[config.mk]
export PLATFORM = sky130hd
export DESIGN_NAME = pipeline_ctrl_flat
export DESIGN_NICKNAME = d
export VERILOG_FILES = /design/src/rtl/pipeline_pkg.sv /design/src/rtl/pipeline_ctrl_if.sv /design/src/rtl/sat_counter.sv /design/src/rtl/pipeline_ctrl.sv /design/src/flat_wrapper.sv
export SDC_FILE = /design/constraint.sdc
export NUM_CORES = 1
export LEC_CHECK = 0
export ABC_AREA = 1
export CORE_UTILIZATION = 57
export DETAILED_ROUTE_END_ITERATION = 10
export GPL_ROUTABILITY_DRIVEN = 0
export PLACE_DENSITY = 0.87
export SLEW_MARGIN = 10
export SYNTH_ARGS = -nofsm -noshare
export SYNTH_HDL_FRONTEND = slang
export SYNTH_SLANG_ARGS = --single-unit
[constraint.sdc]
create_clock -name clk -period 11.09 [get_ports clk]
set_clock_uncertainty 0.05 [all_clocks]
set_input_delay 1.6635 -clock clk [delete_from_list [all_inputs] [get_ports clk]]
set_output_delay 1.6635 -clock clk [all_outputs]
set_load 0.02 [all_outputs]
[src/rtl/pipeline_pkg.sv]
// Shared types and defaults for the pipeline hazard/stall controller.
package pipeline_pkg;
   localparam int MEM_TIMEOUT_DEF = 16;
   localparam int WAIT_W          = 8;

   typedef enum logic [1:0] {
      ST_RUN  = 2'd0,
      ST_WAIT = 2'd1,
      ST_HALT = 2'd2
   } state_e;

   typedef struct packed {
      logic pc_write;
      logic ifid_write;
      logic idex_write;
      logic exmem_write;
      logic ifid_flush;
      logic idex_flush;
      logic memwb_flush;
   } ctrl_t;

   localparam ctrl_t CTRL_IDLE = '0;
   localparam ctrl_t CTRL_NORM = '{pc_write: 1'b1, ifid_write: 1'b1, idex_write: 1'b1,
                                   exmem_write: 1'b1, default: 1'b0};
endpackage

[src/rtl/pipeline_ctrl_if.sv]
// Hazard inputs and pipeline-register control outputs of the pipeline controller.
interface pipeline_ctrl_if #(parameter int CNT_W = 32);
   logic [4:0]       ID_Rs1, ID_Rs2, EX_Rd;
   logic             ID_UsesRs2, EX_MemRead, BranchTaken, DMemReq, DMemReady;
   logic             PCWrite, IFIDWrite, IDEXWrite, EXMEMWrite;
   logic             IFIDFlush, IDEXFlush, MEMWBFlush;
   logic             MemTimeout;
   logic [CNT_W-1:0] StallCount, FlushCount;

   modport master (
      output ID_Rs1, ID_Rs2, EX_Rd, ID_UsesRs2, EX_MemRead, BranchTaken, DMemReq, DMemReady,
      input  PCWrite, IFIDWrite, IDEXWrite, EXMEMWrite, IFIDFlush, IDEXFlush, MEMWBFlush,
             MemTimeout, StallCount, FlushCount
   );
   modport slave (
      input  ID_Rs1, ID_Rs2, EX_Rd, ID_UsesRs2, EX_MemRead, BranchTaken, DMemReq, DMemReady,
      output PCWrite, IFIDWrite, IDEXWrite, EXMEMWrite, IFIDFlush, IDEXFlush, MEMWBFlush,
             MemTimeout, StallCount, FlushCount
   );
endinterface

[src/rtl/sat_counter.sv]
// Up-counter that sticks at all-ones instead of wrapping.
module sat_counter #(
   parameter int WIDTH = 32
) (
   input  logic             clk,
   input  logic             rst,
   input  logic             inc,
   output logic [WIDTH-1:0] count
);
   logic [WIDTH-1:0] count_q, count_d;

   always_comb begin
      count_d = count_q;
      if (inc && (count_q != '1)) count_d = count_q + 1'b1;
   end

   always_ff @(posedge clk or posedge rst) begin
      if (rst) count_q <= '0;
      else     count_q <= count_d;
   end

   assign count = count_q;
endmodule

[src/rtl/pipeline_ctrl.sv]
// Pipeline hazard controller: load-use stalls, branch flushes, memory freeze with timeout halt.
module pipeline_ctrl
   import pipeline_pkg::*;
#(
   parameter int MEM_TIMEOUT = MEM_TIMEOUT_DEF,
   parameter int CNT_W       = 32
) (
   input logic            clk,
   input logic            rst,
   pipeline_ctrl_if.slave bus
);
   state_e            state_q, state_d;
   logic [WAIT_W-1:0] wait_cnt_q, wait_cnt_d;
   ctrl_t             ctrl;
   logic              lu, fz, halt, stall_inc, flush_inc;
   logic [CNT_W-1:0]  stall_cnt, flush_cnt;

   always_comb begin
      lu = bus.EX_MemRead && (bus.EX_Rd != 5'd0) &&
           ((bus.EX_Rd == bus.ID_Rs1) || (bus.ID_UsesRs2 && (bus.EX_Rd == bus.ID_Rs2)));
      halt       = (state_q == ST_HALT);
      fz         = !halt && bus.DMemReq && !bus.DMemReady;
      ctrl       = CTRL_NORM;
      stall_inc  = 1'b0;
      flush_inc  = 1'b0;
      state_d    = state_q;
      wait_cnt_d = '0;

      // Priority: halt > freeze > branch > load-use
      if (rst) begin
         ctrl = CTRL_IDLE;
      end else if (halt) begin
         ctrl      = CTRL_IDLE;
         stall_inc = 1'b1;
      end else if (fz) begin
         ctrl             = CTRL_IDLE;
         ctrl.memwb_flush = 1'b1;
         stall_inc        = 1'b1;
      end else if (bus.BranchTaken) begin
         ctrl.ifid_flush = 1'b1;
         ctrl.idex_flush = 1'b1;
         flush_inc       = 1'b1;
      end else if (lu) begin
         ctrl.pc_write   = 1'b0;
         ctrl.ifid_write = 1'b0;
         ctrl.idex_flush = 1'b1;
         stall_inc       = 1'b1;
      end

      // Halt on the edge where the count of consecutive freeze cycles reaches the limit
      if (!halt) begin
         if (fz) begin
            wait_cnt_d = wait_cnt_q + 1'b1;
            state_d    = (wait_cnt_d == WAIT_W'(MEM_TIMEOUT)) ? ST_HALT : ST_WAIT;
         end else begin
            state_d = ST_RUN;
         end
      end
   end

   always_ff @(posedge clk or posedge rst) begin
      if (rst) begin
         state_q    <= ST_RUN;
         wait_cnt_q <= '0;
      end else begin
         state_q    <= state_d;
         wait_cnt_q <= wait_cnt_d;
      end
   end

   sat_counter #(.WIDTH(CNT_W)) u_stall_cnt (
      .clk(clk), .rst(rst), .inc(stall_inc), .count(stall_cnt)
   );
   sat_counter #(.WIDTH(CNT_W)) u_flush_cnt (
      .clk(clk), .rst(rst), .inc(flush_inc), .count(flush_cnt)
   );

   assign bus.PCWrite    = ctrl.pc_write;
   assign bus.IFIDWrite  = ctrl.ifid_write;
   assign bus.IDEXWrite  = ctrl.idex_write;
   assign bus.EXMEMWrite = ctrl.exmem_write;
   assign bus.IFIDFlush  = ctrl.ifid_flush;
   assign bus.IDEXFlush  = ctrl.idex_flush;
   assign bus.MEMWBFlush = ctrl.memwb_flush;
   assign bus.MemTimeout = halt;
   assign bus.StallCount = stall_cnt;
   assign bus.FlushCount = flush_cnt;
endmodule

[src/flat_wrapper.sv]
// flat-port wrapper written by rule: the top's interface ports become plain ports
module pipeline_ctrl_flat import pipeline_pkg::*;
#(
   parameter int MEM_TIMEOUT = MEM_TIMEOUT_DEF,
   parameter int CNT_W       = 32
)
  (clk, rst, bus_ID_Rs1, bus_ID_Rs2, bus_EX_Rd, bus_ID_UsesRs2, bus_EX_MemRead, bus_BranchTaken, bus_DMemReq, bus_DMemReady, bus_PCWrite, bus_IFIDWrite, bus_IDEXWrite, bus_EXMEMWrite, bus_IFIDFlush, bus_IDEXFlush, bus_MEMWBFlush, bus_MemTimeout, bus_StallCount, bus_FlushCount);
  pipeline_ctrl_if #(.CNT_W(CNT_W)) bus_i ();
  input logic clk;
  input logic rst;
  input wire logic [$bits(bus_i.ID_Rs1)-1:0] bus_ID_Rs1;
  input wire logic [$bits(bus_i.ID_Rs2)-1:0] bus_ID_Rs2;
  input wire logic [$bits(bus_i.EX_Rd)-1:0] bus_EX_Rd;
  input wire logic [$bits(bus_i.ID_UsesRs2)-1:0] bus_ID_UsesRs2;
  input wire logic [$bits(bus_i.EX_MemRead)-1:0] bus_EX_MemRead;
  input wire logic [$bits(bus_i.BranchTaken)-1:0] bus_BranchTaken;
  input wire logic [$bits(bus_i.DMemReq)-1:0] bus_DMemReq;
  input wire logic [$bits(bus_i.DMemReady)-1:0] bus_DMemReady;
  output wire logic [$bits(bus_i.PCWrite)-1:0] bus_PCWrite;
  output wire logic [$bits(bus_i.IFIDWrite)-1:0] bus_IFIDWrite;
  output wire logic [$bits(bus_i.IDEXWrite)-1:0] bus_IDEXWrite;
  output wire logic [$bits(bus_i.EXMEMWrite)-1:0] bus_EXMEMWrite;
  output wire logic [$bits(bus_i.IFIDFlush)-1:0] bus_IFIDFlush;
  output wire logic [$bits(bus_i.IDEXFlush)-1:0] bus_IDEXFlush;
  output wire logic [$bits(bus_i.MEMWBFlush)-1:0] bus_MEMWBFlush;
  output wire logic [$bits(bus_i.MemTimeout)-1:0] bus_MemTimeout;
  output wire logic [$bits(bus_i.StallCount)-1:0] bus_StallCount;
  output wire logic [$bits(bus_i.FlushCount)-1:0] bus_FlushCount;
  assign bus_i.ID_Rs1 = bus_ID_Rs1;
  assign bus_i.ID_Rs2 = bus_ID_Rs2;
  assign bus_i.EX_Rd = bus_EX_Rd;
  assign bus_i.ID_UsesRs2 = bus_ID_UsesRs2;
  assign bus_i.EX_MemRead = bus_EX_MemRead;
  assign bus_i.BranchTaken = bus_BranchTaken;
  assign bus_i.DMemReq = bus_DMemReq;
  assign bus_i.DMemReady = bus_DMemReady;
  assign bus_PCWrite = bus_i.PCWrite;
  assign bus_IFIDWrite = bus_i.IFIDWrite;
  assign bus_IDEXWrite = bus_i.IDEXWrite;
  assign bus_EXMEMWrite = bus_i.EXMEMWrite;
  assign bus_IFIDFlush = bus_i.IFIDFlush;
  assign bus_IDEXFlush = bus_i.IDEXFlush;
  assign bus_MEMWBFlush = bus_i.MEMWBFlush;
  assign bus_MemTimeout = bus_i.MemTimeout;
  assign bus_StallCount = bus_i.StallCount;
  assign bus_FlushCount = bus_i.FlushCount;
  pipeline_ctrl #(.MEM_TIMEOUT(MEM_TIMEOUT), .CNT_W(CNT_W)) u_core (.clk(clk), .rst(rst), .bus(bus_i));
endmodule
Yosys cells after proc, flatten, opt, wreduce, memory -nomap -nowiden:

Index checks and enable logic that the tools add are counted.

* add/subtract/negate cells: 3
* multiply operators: 0
* divide/modulo/power cells: 0
* $lt $le $gt $ge: 0
* eq/ne operators: 6
* shift operators: 0
* muxes and demuxes: 22
* bitwise logic cells: 0
* reductions and logical operators: 11

Operators with widths (count)
* $add A32 B1 Y32 const B: 2
* $ne A32 B32 Y1 const B: 2
* $mux W8: 2
* $mux W2: 7
* $mux W7: 2
* $mux W1: 11
* $eq A5 B5 Y1: 2
* $add A8 B1 Y8 const B: 1
* $eq A8 B5 Y1 const B: 1
* $logic_and A1 B1 Y1: 7
* $reduce_bool A5 Y1: 1
* $eq A2 B2 Y1 const B: 1
* $logic_not A1 Y1: 2
* $logic_or A1 B1 Y1: 1

* register bits: 74
* latch bits: 0
* bits in writable memories: 0
* ROM bits: 0
* input bits: 22
* output and inout bits: 72
* logic and storage cells: 46
* memories: 0

Logic depth before layout (Yosys ltp):

Gate-level depths: netlist of run 1.

* depth after elaboration: 10
* gate-level depth with buffers: 12
* mapped depth without buffers: 12

Cells and area by module:

A second synthesis of run 1 with hierarchy kept.

* cells, all modules: 853
* area, all modules: 5315.1 µm²

By module, submodules not included
* sat_counter: times used 2, cells an instance 361, area an instance 2257.2 µm², sequential area each 800.8 µm²
* pipeline_ctrl: times used 1, cells an instance 131, area an instance 800.8 µm², sequential area each 250.2 µm²

Least setup slack after synthesis of run 1:

Ideal clock, no wire load.

* path type: in2reg
* start point: input port rst
* end point: register u_core.u_stall_cnt.count_q[2], in the netlist u_core.u_stall_cnt.count[2]
* setup time: 79 ps
* data arrival time: 4491 ps
* required time: 10961 ps
* setup slack: 6469 ps
* cell stages on the path: 4
* path buffers: 1
* cell sequence: clkinv_1 -> clkbuf_1 -> nand4_1 -> nand2_1

* longest elaborated chain between the ends: 2

RTL lines
* start, declared: line flat_wrapper.sv:10 `input logic rst;`
* $mux W1: line pipeline_ctrl.sv:30 `if (rst) begin`
* $logic_and A1 B1 Y1: line sat_counter.sv:14 `if (inc && (count_q != '1)) count_d = count_q + 1'b1;`
* end signal, assigned: line sat_counter.sv:19 `else count_q <= count_d;`
* end, declared: line sat_counter.sv:10 `logic [WIDTH-1:0] count_q, count_d;`

No other way between the ends.
A chain may end at the register's enable or synchronous reset.

Final worst setup path of run 1:

* start point: input port bus_DMemReady
* end point: output port bus_PCWrite

* longest elaborated chain between the ends: 5

RTL lines
* start, declared: line flat_wrapper.sv:18 `input wire logic [$bits(bus_i.DMemReady)-1:0] bus_DMemReady;`
* $logic_not A1 Y1: line pipeline_ctrl.sv:22 `fz = !halt && bus.DMemReq && !bus.DMemReady;`
* $logic_and A1 B1 Y1: line pipeline_ctrl.sv:22
* $mux W2: line pipeline_ctrl.sv:35 `end else if (fz) begin`
* $mux W7: line pipeline_ctrl.sv:32 `end else if (halt) begin`
* $mux W7: line pipeline_ctrl.sv:30
* end, declared: line flat_wrapper.sv:19 `output wire logic [$bits(bus_i.PCWrite)-1:0] bus_PCWrite;`

No other way between the ends.

==> metrics.md, run 1 <==
| Metric | Value |
|---|---|
| Status | `completed` |
| DRC Markers | `0` |
| Most used cell, CP | `nand2_1` |
| Maxcap violations | `0` |
| Drt wl/cell | `14.1 um` |
| CTS tree | `yes` |
| Antenna viol nets, final | `0` |
| Pin count of the biggest net entering global routing | `65` |
| Overall power | `~0.62 mW` |
| Synth Area in Compound Gates | `2.51%` |
| Setup Viol. Count Final | `0` |
| Postcts setup bufs | `0` |
| Die extent in x | `approximately 95 um` |
| Post-cts sizing count | `0` |
| First-pass GRT wire length | `21.7 mm` |
| Cells after Synth | `724` |
| Startpoint types | `input port` |
| Synthesized Nets | `749` |
| Yosys cell types | `33` |
| Yosys top cell by area | `dfrtp_1` |
| Slew @ Worst Pin | `1.13 ns` |
| Largest family of logic cells by synthesized area | `simple AND/OR/NAND/NOR gates` |
| Synth Area in Adders | `0.754%` |
| H-tree depth | `3` |
| Syn-to-layout area delta | `23.8%` |
| Cts bufs inserted | `9` |
| Initial Util | `approximately 60%` |
| Crit path max fanout | `11` |
| # clock sinks | `between 70 and 80` |
| Post-synthesis mux area share | `0%` |
| Post-Synth XOR/XNOR Area | `under 10%` |
| Dominant cells by area after synthesis | `dfrtp_1 37%, nand2_1 22%, nor2_1 7.1%` |
| Share of layout cells above drive strength 1 | `6.14%` |
| Cell Area, Synth | `4980 um^2` |
| Clock Latency Late Sink | `0.35 ns` |
| Clock tree buffer depth | `2` |
| Final Routed Wirelength | `about 13 mm` |
| Post-synthesis simple-gate area fraction | `42.2%` |
| Worst min-delay path category | `register to register` |
| Detailed Place HPWL | `about 9.4 mm` |
| Vias per inst | `5.51` |
| Worst Path Arrival | `3.60 ns` |
| Tot GR Track Use | `30.4%` |
| Yosys reg bits | `74` |
| Num rows | `33` |
| Critical Path RT | `9.38 ns` |
| CP peak stage delay | `0.61 ns` |
| Rel. slew slack | `between 20% and 30%` |
| Diodes inserted | `0` |
| # hold bufs at CTS | `0` |
| Vias in the first global route | `~4600` |
| Top cell type's share of synthesized area | `a little under two fifths` |
| Io pins | `94` |
| DRT iter0 DRCs | `442` |
| LEAKAGE | `2.82 nW` |
| Worst path slowest cell | `clkdlybuf4s50_1` |
| Clock Pin Slew Worst Setup and Hold Paths | `0.09 ns` |
| Die height | `between 90 and 100 um` |
| Ys Warns | `0` |
| Final Hold Fails | `0` |
| Register area share after synthesis | `37.2%` |
| Vias | `5067` |
| TritonRoute pass-1 iters | `6` |
| Period minus WS final | `between 5 and 6 ns` |
| Power Dens Cells | `101 nW/um^2` |
| Filler Cells Inserted | `641` |
| Grt ovf | `0` |
| F_max | `about 190 MHz` |
| Worst IR Drop VDD | `0.0587 mV` |
| Root Buffer | `clkbuf_8` |
| Most frequent cells in the layout | `298 x nand2_1, 94 x nor2_1, 93 x clkdlybuf4s50_1, 74 x dfrtp_1, 57 x inv_1` |
| RSZ-0062 raised after global routing | `no` |
| Worst Path Class, Setup | `input port to output port` |
| Synth Area per Inst | `slightly below 7 um^2` |
| Setup TNS | `0 ns` |
| CORE AREA | `8340 um^2` |
| Commonest non-fill, non-tap cell in the layout | `nand2_1` |
| CP Capture Type | `output port` |
| Nets | `834` |
| Worst path cell trace | `clkdlybuf4s50_1, nor2_1, nand2_1, nand2_1, inv_2, nand2_4, inv_1, nand2_1, inv_1, clkdlybuf4s50_1` |
| Max-slew violations | `0` |
| IO buf count | `93` |
| Period Utilization, post-route | `47.9%` |
| Initial antenna violation count | `0` |
| Die ar. | `9110 um^2` |
==> metrics by stage <==
step                instance area (um^2)  util, %  hold slack [ns]  setup slack (ns)  instances
finish                              6160     73.9            0.425              5.77        919
floorplan                           4980        -            0.383              6.21        724
CTS                                 6160     73.9            0.435              5.73        919
detailed placement                  5910     70.9            0.423              5.75        903
global placement                    5910     70.9            0.405              5.78        903
global route                        6160     73.9            0.454              5.60        919
==> metal layers <==
metal	routed length (um)	vias up	share of wire (%)	global-route usage (%)
met5	0	-	0	0
met4	219	0	1.7	10.9
met3	1030	27	7.9	4.78
met2	5980	240	46	47.0
met1	5730	2368	44	43.1
li1	-	2432	-	-
==> synthesized netlist by cell type (all sizes together) <==
| master | instances |
|---|---|
| clkinv | 1 |
| ha | 3 |
| buf | 13 |
| or2 | 1 |
| nand3 | 12 |
| o21ai | 17 |
| a21oi | 2 |
| nand2 | 303 |
| inv | 63 |
| nor3b | 1 |
| nand3b | 6 |
| xnor2 | 19 |
| dfrtp | 74 |
| nor4 | 2 |
| nand4 | 39 |
| nor2 | 101 |
| xor2 | 36 |
| nor3 | 23 |
| clkbuf | 7 |
| and2 | 1 |
==> sequential cells by signal, indices dropped and copies added, names as in the netlist <==
register,count
u_core.wait_cnt_q,8
u_core.u_stall_cnt.count,32
u_core.u_flush_cnt.count,32
u_core.state_q,2
==> cell families (layout without fill, tap and decap cells) <==
group / count (synthesis) / after routing
buffers and inverters: 84 / 174
adders and majority gates: 3 / 3
xor gates and xnor gates: 55 / 55
AOI/OAI and AO/OA: 19 / 19
DFF: 74 / 74
and+or+nand+nor: 489 / 489
==> worst max-delay path, delay by kind of cell <==
| kind | cells | cell delay (ns) |
|---|---|---|
| buffers and inverters | 5 | 1.38 |
| AND/OR/NAND/NOR | 5 | 0.56 |
==> power breakdown <==
| group | total [mW] | internal (mW) | switching [mW] | leakage (nW) |
|---|---|---|---|---|
| Clock | 0.263 | 0.156 | 0.106 | 0.127 |
| Combinational | 0.0719 | 0.0318 | 0.0401 | 1.73 |
| Sequential | 0.289 | 0.277 | 0.0118 | 0.970 |
| Total | 0.624 | 0.466 | 0.158 | 2.82 |
==> area by class of cell <==
type / instances / area (um^2) / area share, %
tap: 105 / 131 / 2.13
clock inverter: 6 / 113 / 1.83
sequential: 74 / 1850 / 30.1
timing repair buffer: 94 / 938 / 15.2
multi-input combinational: 566 / 2740 / 44.5
inverter: 64 / 245 / 3.98
clock buffer: 10 / 138 / 2.23
==> path summary, 6_finish.rpt <==
check | start | endpoint | slack (ns) | depth (start not counted)
max | bus_DMemReady | bus_PCWrite | 5.77 | 10
min | u_core.wait_cnt_q[0] | u_core.wait_cnt_q[0] | 0.43 | 1
max reg2reg | u_core.state_q[1] | u_core.u_stall_cnt.count[1] | 7.97 | 9
min reg2reg | u_core.wait_cnt_q[0] | u_core.wait_cnt_q[0] | 0.43 | 1
max in group asynchronous | rst | u_core.u_stall_cnt.count[30] | 8.16 | 3
min in group asynchronous | rst | u_core.state_q[1] | 1.70 | 2
Note: power is estimated with default switching activity, not from simulation.
==> inputs of run 2 (changes only) <==
--- a/config.mk
+++ b/config.mk
@@ -6,10 +6,10 @@
 export NUM_CORES = 1
 export LEC_CHECK = 0
 export ABC_AREA = 1
-export CORE_UTILIZATION = 57
+export CORE_UTILIZATION = 53
 export DETAILED_ROUTE_END_ITERATION = 10
 export GPL_ROUTABILITY_DRIVEN = 0
-export PLACE_DENSITY = 0.87
+export PLACE_DENSITY = 0.82
 export SLEW_MARGIN = 10
 export SYNTH_ARGS = -nofsm -noshare
 export SYNTH_HDL_FRONTEND = slang
==> constraint.sdc (replaced) <==
create_clock -name clk -period 4.9 [get_ports clk]
set_clock_uncertainty 0.05 [all_clocks]
set_input_delay 0.735 -clock clk [delete_from_list [all_inputs] [get_ports clk]]
set_output_delay 0.735 -clock clk [all_outputs]
set_load 0.02 [all_outputs]
==> run 2 against run 1 <==
Cell count increased by 0.44%. Combinational power up 130%. Routed wire length down 1.8%. Total power up 110%. Non-clock buffer count rose by 1. Critical endpoint is now bus_IFIDWrite. Largest power group unchanged.
==> metrics.md, run 2 (same netlist as run 1, synthesis figures left out) <==
| Metric | Value |
|---|---|
| Worst IR Drop VDD | `0.134 mV (was 0.0587 mV)` |
| Final Hold Fails | `0 (unchanged)` |
| Vias | `4959 (was 5067)` |
| Worst reg-to-reg path cell count | `9 (unchanged)` |
| Status | `completed (unchanged)` |
| Net Sw Frac | `28.5% (was 25.4%)` |
| Hold_sp | `u_core.wait_cnt_q[0] (unchanged)` |
| TritonRoute pass-1 iters | `6 (unchanged)` |
| H-tree depth | `3 (unchanged)` |
| Reg2reg start | `u_core.u_stall_cnt.count[0] (was u_core.state_q[1])` |
| Worst path cell trace | `clkdlybuf4s50_1, inv_4, nand2_4, inv_1, nand2_1, inv_1, clkdlybuf4s50_1 (was clkdlybuf4s50_1, nor2_1, nand2_1, nand2_1, inv_2, nand2_4, inv_1, nand2_1, inv_1, clkdlybuf4s50_1)` |
| Period minus WS final | `approximately 3.4 ns` |
| CP Capture Type | `output port (unchanged)` |
| Setup TNS | `0 ns (unchanged)` |
| Startpoint types | `input port (unchanged)` |
| Clock Latency Late Sink | `0.36 ns (was 0.35 ns)` |
| Max-slew violations | `0 (unchanged)` |
| First-pass GRT wire length | `21.6 mm (was 21.7 mm)` |
| Share of layout cells above drive strength 1 | `6.26% (was 6.14%)` |
| Worst setup path startpoint | `rst (was bus_DMemReady)` |
| Fin Hold WS | `0.412 ns (was 0.425 ns)` |
| Clock Pin Slew Worst Setup and Hold Paths | `0.09 ns (about the same)` |
| Pint | `0.938 mW (was 0.466 mW)` |
| Cts bufs inserted | `9 (unchanged)` |
| CTS tree | `yes (unchanged)` |
| DRC Markers | `0 (unchanged)` |
| Rel. slew slack | `53.3% (was 24.6%)` |
| Postcts setup bufs | `0 (unchanged)` |
| Io pins | `94 (unchanged)` |
| Nets | `835 (was 834)` |
| Area used by multi-input combinational logic | `2740 um^2 (unchanged)` |
| Critical Path RT | `4.12 ns (was 9.38 ns)` |
| Die ar. | `9780 um^2 (was 9110 um^2)` |
| Die extent in x | `98.9 um (was 95.4 um)` |
| # clock sinks | `74 (unchanged)` |
| Vias in the first global route | `4618 (was 4647)` |
| Most frequent cells in the layout | `298 x nand2_1, 94 x nor2_1, 93 x clkdlybuf4s50_1, 74 x dfrtp_1, 57 x inv_1 (unchanged)` |
| CORE AREA | `8890 um^2 (was 8340 um^2)` |
| Worst path slowest cell | `clkdlybuf4s50_1 (unchanged)` |
| Worst min-delay path category | `register to register (unchanged)` |
| Comb power frac | `12.3% (was 11.5%)` |
| LEAKAGE | `2.80 nW (was 2.82 nW)` |
| Die height | `98.9 um (was 95.4 um)` |
| Vias per inst | `5.37 (was 5.51)` |
| Antenna viol nets, final | `0 (unchanged)` |
| Final Routed Wirelength | `12.7 mm (was 13.0 mm)` |
| Syn-to-layout area delta | `23.0% (was 23.8%)` |
| Filler Cells Inserted | `784 (was 641)` |
| Clock power share | `37.8% (was 42.1%)` |
| Period Utilization, post-route | `69.5%` |
| Crit path max fanout | `45 (was 11)` |
| RSZ-0062 raised after global routing | `no (unchanged)` |
| Initial antenna violation count | `0 (unchanged)` |
| WHS Path Cells | `1 (unchanged)` |
| # hold bufs at CTS | `0 (unchanged)` |
| Psw | `0.374 mW (was 0.158 mW)` |
| F_max | `between 200 and 300 MHz` |
| Diodes inserted | `0 (unchanged)` |
| Overall power | `1.31 mW (was 0.624 mW)` |
| Drt wl/cell | `13.8 um (was 14.1 um)` |
| Register area | `1850 um^2 (unchanged)` |
| Setup Viol. Count Final | `0 (unchanged)` |
| Worst Path Class, Setup | `input port to output port (unchanged)` |
| Commonest non-fill, non-tap cell in the layout | `nand2_1 (unchanged)` |
| Maxcap violations | `0 (unchanged)` |
| Sequential share of power | `49.9% (was 46.3%)` |
| Root Buffer | `clkbuf_8 (unchanged)` |
| Grt ovf | `0 (unchanged)` |
| Clock tree buffer depth | `2 (unchanged)` |
| Tot GR Track Use | `27.6% (was 30.4%)` |
| IO buf count | `93 (unchanged)` |
| Slew @ Worst Pin | `0.700 ns (was 1.13 ns)` |
| Pin count of the biggest net entering global routing | `65 (unchanged)` |
| Initial Util | `56.0% (was 59.7%)` |
| Num rows | `34 (was 33)` |
| Worst Path Arrival | `2.62 ns (was 3.60 ns)` |
| Post-cts sizing count | `0 (unchanged)` |
| DRT iter0 DRCs | `408 (was 442)` |
| Detailed Place HPWL | `9.43 mm (was 9.36 mm)` |
| Power Dens Cells | `214 nW/um^2 (was 101 nW/um^2)` |
| CP peak stage delay | `0.60 ns (was 0.61 ns)` |
[run 2: power by group through the flow]
stage               sequential, mW  clock [mW]  combinational (mW)
CTS                          0.654       0.501               0.163
floorplan                    0.682           0              0.0732
finish                       0.655       0.495               0.162
global placement             0.665           0               0.158
detailed placement           0.666           0               0.163
global route                 0.658       0.528               0.180
[run 2: worst max-delay path: cells and delay by family]
| family | cells | cell delay (ns) |
|---|---|---|
| and+or+nand+nor | 2 | 0.20 |
| buffers and inverters | 5 | 1.68 |
[run 2: final cells by class]
class                      instances  area share, %
clock buffer                       9           2.02
clock inverter                     7           1.25
inverter                          64           4.01
multi-input combinational        566           44.8
sequential                        74           30.3
tap                              108           2.21
timing repair buffer              95           15.5
[run 2: per-layer routing]
metal,GRT usage (%),vias to the layer above,wire length (um)
li1,-,2438,-
met1,38.0,2282,5810
met2,43.9,216,5700
met3,6.10,23,1010
met4,7.69,0,182
met5,0,-,0
[run 2: through the flow]
| stage | utilization (%) | cell area [um^2] | worst slack (ns) | instances |
|---|---|---|---|---|
| 2_1_floorplan | - | 4980 | 0.953 | 724 |
| 3_3_place_gp | 66.6 | 5920 | 1.48 | 907 |
| 3_5_place_dp | 66.6 | 5920 | 1.45 | 907 |
| 4_1_cts | 68.8 | 6120 | 1.43 | 923 |
| 5_1_grt | 68.8 | 6120 | 1.30 | 923 |
| 6_report | 68.8 | 6120 | 1.50 | 923 |
[run 2: worst paths after layout]
| check | slack [ns] | endpoint |
|---|---|---|
| max | 1.50 | bus_IFIDWrite |
| min | 0.41 | u_core.wait_cnt_q[0] |
| max reg2reg | 2.13 | u_core.u_stall_cnt.count[19] |
| min reg2reg | 0.41 | u_core.wait_cnt_q[0] |
| max in group asynchronous | 2.91 | u_core.u_stall_cnt.count[31] |
| min in group asynchronous | 0.76 | u_core.state_q[0] |
